$ cat config.mk
export PLATFORM = sky130hd
export DESIGN_NAME = dmem_arbiter
export DESIGN_NICKNAME = d
export VERILOG_FILES = /design/src/rtl/dmem_arbiter.sv
export SDC_FILE = /design/constraint.sdc
export NUM_CORES = 1
export LEC_CHECK = 0
export ABC_AREA = 1
export BUFFER_PORTS_ARGS = -buffer_cell sky130_fd_sc_hd__buf_2
export CAP_MARGIN = 20
export CORE_MARGIN = 3
export CORE_UTILIZATION = 40
export CTS_CLUSTER_SIZE = 10
export DETAILED_ROUTE_END_ITERATION = 10
export HOLD_SLACK_MARGIN = 0.12
export PLACE_DENSITY = 0.66
export SYNTH_ARGS = -nofsm -noshare
export SYNTH_HDL_FRONTEND = slang
export SYNTH_SLANG_ARGS = --single-unit
$ cat constraint.sdc
create_clock -name clock -period 4.9 [get_ports clock]
set_input_delay 0.49 -clock clock [delete_from_list [all_inputs] [get_ports clock]]
set_output_delay 0.49 -clock clock [all_outputs]
set_load 0.02 [all_outputs]
$ cat src/rtl/dmem_arbiter.sv
// dmem_arbiter: two-master arbiter for the single-port data memory. Fixed m0 priority with an aging
// override for m1. Accesses are registered onto mem_* for one cycle, and load data returns one cycle later.
module dmem_arbiter #(
    parameter int ADDR_W   = 7,
    parameter int DATA_W   = 32,
    parameter int MAX_WAIT = 4
) (
    input  logic              clock,
    input  logic              reset,
    input  logic              m0_req,
    input  logic              m0_we,
    input  logic [ADDR_W-1:0] m0_addr,
    input  logic [DATA_W-1:0] m0_wdata,
    output logic              m0_gnt,
    output logic              m0_err,
    output logic              m0_rvalid,
    output logic [DATA_W-1:0] m0_rdata,
    input  logic              m1_req,
    input  logic              m1_we,
    input  logic [ADDR_W-1:0] m1_addr,
    input  logic [DATA_W-1:0] m1_wdata,
    output logic              m1_gnt,
    output logic              m1_err,
    output logic              m1_rvalid,
    output logic [DATA_W-1:0] m1_rdata,
    output logic [ADDR_W-1:0] mem_addr,
    output logic              mem_write,
    output logic              mem_read,
    output logic [DATA_W-1:0] mem_wdata,
    input  logic [DATA_W-1:0] mem_rdata
);
    typedef enum logic {IDLE, ACCESS} state_t;
    state_t     state, state_nxt;
    logic       el0, el1, win0, win1, we_r, al_r;
    logic [3:0] wait_cnt;
    always_comb begin
        el0       = m0_req & ~m0_gnt;
        el1       = m1_req & ~m1_gnt;
        win1      = el1 & ((wait_cnt == 4'(MAX_WAIT)) | ~el0);
        win0      = el0 & ~win1;
        state_nxt = (win0 | win1) ? ACCESS : IDLE;
    end
    always_ff @(posedge clock or posedge reset)
        if (reset) state <= IDLE;
        else       state <= state_nxt;
    // Strobes come straight from state so an asynchronous reset kills them within the cycle.
    always_comb begin
        mem_write = (state == ACCESS) & we_r & al_r;
        mem_read  = (state == ACCESS) & ~we_r & al_r;
    end
    always_ff @(posedge clock or posedge reset) begin
        if (reset) begin
            m0_gnt    <= 1'b0;
            m1_gnt    <= 1'b0;
            m0_err    <= 1'b0;
            m1_err    <= 1'b0;
            m0_rvalid <= 1'b0;
            m1_rvalid <= 1'b0;
            m0_rdata  <= '0;
            m1_rdata  <= '0;
            mem_addr  <= '0;
            mem_wdata <= '0;
            we_r      <= 1'b0;
            al_r      <= 1'b0;
            wait_cnt  <= '0;
        end else begin
            m0_gnt    <= win0;
            m1_gnt    <= win1;
            m0_err    <= win0 & (m0_addr[1:0] != 2'b00);
            m1_err    <= win1 & (m1_addr[1:0] != 2'b00);
            m0_rvalid <= m0_gnt & mem_read;
            m1_rvalid <= m1_gnt & mem_read;
            if (m0_gnt & mem_read) m0_rdata <= mem_rdata;
            if (m1_gnt & mem_read) m1_rdata <= mem_rdata;
            if (win0 | win1) begin
                mem_addr  <= win1 ? m1_addr : m0_addr;
                mem_wdata <= win1 ? m1_wdata : m0_wdata;
                we_r      <= win1 ? m1_we : m0_we;
                al_r      <= win1 ? (m1_addr[1:0] == 2'b00) : (m0_addr[1:0] == 2'b00);
            end
            wait_cnt <= win1 ? 4'd0 :
                        (el1 && wait_cnt != 4'(MAX_WAIT)) ? wait_cnt + 4'd1 : wait_cnt;
        end
    end
endmodule

==> reports/results.tsv <==
stage	metric	value	unit
placement	half-perimeter wire length after placement	9370	µm
global_route	vias in the first global route	4493	
floorplan	die area	0.0141	mm²
setup_path	crit start category	register	
route	DR vias/cell	4.74	
clock_tree	CTS clock-pin slew for the worst setup and hold paths	0.05	ns
setup_path	Setup crit start	wait_cnt[0]	
setup_path	Req. time, crit path	5.18	ns
clock_tree	clock sinks	116	
min_path	Hold WC Path Type	input port to register	
placement	port bufs	226	
route	met2 WL	6540	µm
sta	Final Cycle Share	0.537	
clock_tree	postcts setup bufs	0	
cells_and_area	nets	939	
global_route	GRT overflow	0	
cells_and_area	Final Instance Area	0.00695	mm²
synthesis	sequential share of the synthesized area	0.569	
sta	setup TNS	0	ns
floorplan	DIE HEIGHT	119	µm
setup_path	Crit Path Class	register to register	
floorplan	core footprint	0.0122	mm²
clock_tree	# hold bufs at CTS	0	
power_and_ir_drop	Tot Pwr	0.00421	W
cells_and_area	share of cells above drive strength 1	0.330	
setup_path	cells along the critical path	inv_1 -> ha_1 -> nand3_1 -> nand2_2 -> nand2_2 -> nand2_1 -> nand3_1	
clock_tree	clock buffer count from CTS	17	
sta	Fin Clk Skew	0.0141	ns
floorplan	Starting Density	0.418	
global_route	GR Util All Layers	0.192	
sta	Hold Fails Final Rpt	0	
setup_path	worst path bufs/invs	1	
floorplan	Die X	119	µm
sta	unrepaired setup endpoints after global routing	no	
synthesis	Synth Register Bits	116	
synthesis	Synth Warn #	0	
cells_and_area	final core occ	0.569	
sta	Slew HR	0.409	
synthesis	syn_area_per_cell	8.43	µm²
clock_tree	TritonCTS clock tree	done	
setup_path	critical-path maximum fanout	44	
clock_tree	clock root buffer	clkbuf_16	
floorplan	I/O Pins	227	
route	wire per inst	13.6	µm
setup_path	Worst setup EP type	register	
setup_path	Crit-path slowest cell	nand2_2	
clock_tree	H-tree depth	4	
route	Initial DRC Count	393	
cells_and_area	most common cell after layout, fill and taps aside	buf_2	
floorplan	row count	40	
power_and_ir_drop	worst vdd ir	0.247	mV
route	final wirelength	13600	µm
sta	worst setup margin	2.27	ns
global_route	initial antenna violation count	0	
synthesis	post-synthesis net count	723	
power_and_ir_drop	PD cells	606	mW/mm²
placement	DP Area	0.00621	mm²
min_path	Min-Delay Startpoint	m1_wdata[24]	
cells_and_area	Antenna diodes	0	
sta	fin crit period	2.63	ns
clock_tree	worst skew pair latency	0.41	ns
sta	count of final max-slew check failures	0	
setup_path	Worst path max stage delay	0.74	ns
route	routed vias	4747	
global_route	first-pass GRT wire length	22300	µm
synthesis	Netlist cell types	21	
synthesis	Synth Instances	605	
route	Initial DRT Pass Iterations	5	
clock_tree	post-CTS resize count	0	
route	top sig layer	met4	
run	maxcap violations	0	
route	Routed met3 length	929	µm
sta	Max Freq	380	MHz
route	Post-Route M1 WL	5930	µm
setup_path	CP top delay family	simple AND/OR/NAND/NOR gates	
cells_and_area	Area Overhead vs Synth	36.3	%
setup_path	CP arrival	2.91	ns
sta	final setup fails	0	
setup_path	worst r2r src	wait_cnt[0]	
global_route	largest net degree at the start of global routing	86	
sta	worst slew pin tran	0.884	ns
synthesis	Mapped Area	0.00510	mm²
route	number of remaining DRC errors	0	
power_and_ir_drop	Leakage	3.99	nW
placement	Final Wtd Congestion	0.822	
cells_and_area	most frequent cells in the layout	buf_2 (226), nand2_1 (163), dfrtp_1 (116)	
placement	worst slack, placed	2.12	ns
status	status	finished clean	
clock_tree	Max clock buf depth	2	
route	ANT nets after route	0	
-- worst register-to-register path, cell delays in order (launching register included) --
cell	delay [ns]
dfrtp_1	0.40
inv_1	0.10
ha_1	0.17
nand3_1	0.09
nand2_2	0.62
nand2_2	0.74
nand2_1	0.29
nand3_1	0.10
-- state kept, by name (all words and copies together) (netlist names), 4 cells and up --
name,cells
m0_rdata,32
m1_rdata,32
mem_addr,7
mem_wdata,32
wait_cnt,4
-- cell type report --
type                    count  area, µm²
multi-input cells         369       1630
clock inverters             9        148
repair buffers            232       1240
well taps                 168        210
fillers                  1175       5260
clock buffers              23        498
inverters                  85        324
flip-flops and latches    116       2900
-- stage by stage --
| stage | hold WS (ns) | std cells |
|---|---|---|
| 6_report | 0.331 | 1002 |
| 5_1_grt | 0.333 | 1002 |
| 4_1_cts | 0.319 | 997 |
| 3_5_place_dp | 0.469 | 965 |
| 3_3_place_gp | 0.462 | 965 |
| 2_1_floorplan | 0.449 | 605 |
-- kinds of logic (layout without fill, tap and decap cells) --
kind of cell               count (synthesis)  in the layout  share of synthesized area
AOI/OAI and AO/OA                         65             65                     0.0645
adders and majority gates                  2              2                    0.00491
DFF                                      116            116                      0.569
buffers and inverters                    120            349                      0.113
and+or+nand+nor                          302            302                      0.249
-- path summary, 6_finish.rpt --
path | cells past startpoint | endpoint | slack [ns]
max | 7 | mem_addr[3] | 2.27
min | 3 | mem_wdata[24] | 0.33
max reg2reg | 7 | mem_addr[3] | 2.27
min reg2reg | 2 | m0_rdata[19] | 0.48
max in group asynchronous | 5 | wait_cnt[0] | 3.19
min in group asynchronous | 3 | mem_wdata[31] | 0.61
-- per-layer routing --
metal | vias to the layer above | global-route usage
met3 | 14 | 0.0480
met4 | 0 | 0.0775
met1 | 2232 | 0.254
met2 | 190 | 0.303
met5 | - | 0
li1 | 2311 | -
-- where the power goes --
| part | switching [W] | leakage (nW) | internal (W) |
|---|---|---|---|
| clock | 0.000420 | 0.319 | 0.000915 |
| combinational | 0.000906 | 2.26 | 0.000463 |
| sequential | 0.000196 | 1.40 | 0.00131 |
-- Yosys cell counts --
master | instances | share of area
nand2_1 | 165 | 0.12
dfrtp_1 | 116 | 0.57
inv_1 | 83 | 0.061
nand3_1 | 83 | 0.081
nor2_1 | 44 | 0.032
o21ai_1 | 34 | 0.033
o21ai_0 | 30 | 0.029
buf_2 | 16 | 0.016
buf_6 | 10 | 0.022
buf_4 | 6 | 0.0088
nand2_2 | 4 | 0.0049
clkbuf_1 | 2 | 0.0015
ha_1 | 2 | 0.0049
nand3b_1 | 2 | 0.0029
nor2_2 | 2 | 0.0025
a21oi_2 | 1 | 0.0017
clkbuf_4 | 1 | 0.0015
inv_2 | 1 | 0.00074
inv_4 | 1 | 0.0012
nand2_4 | 1 | 0.0022
nor3_1 | 1 | 0.00098
No activity file was read; power rests on OpenSTA's default activity.
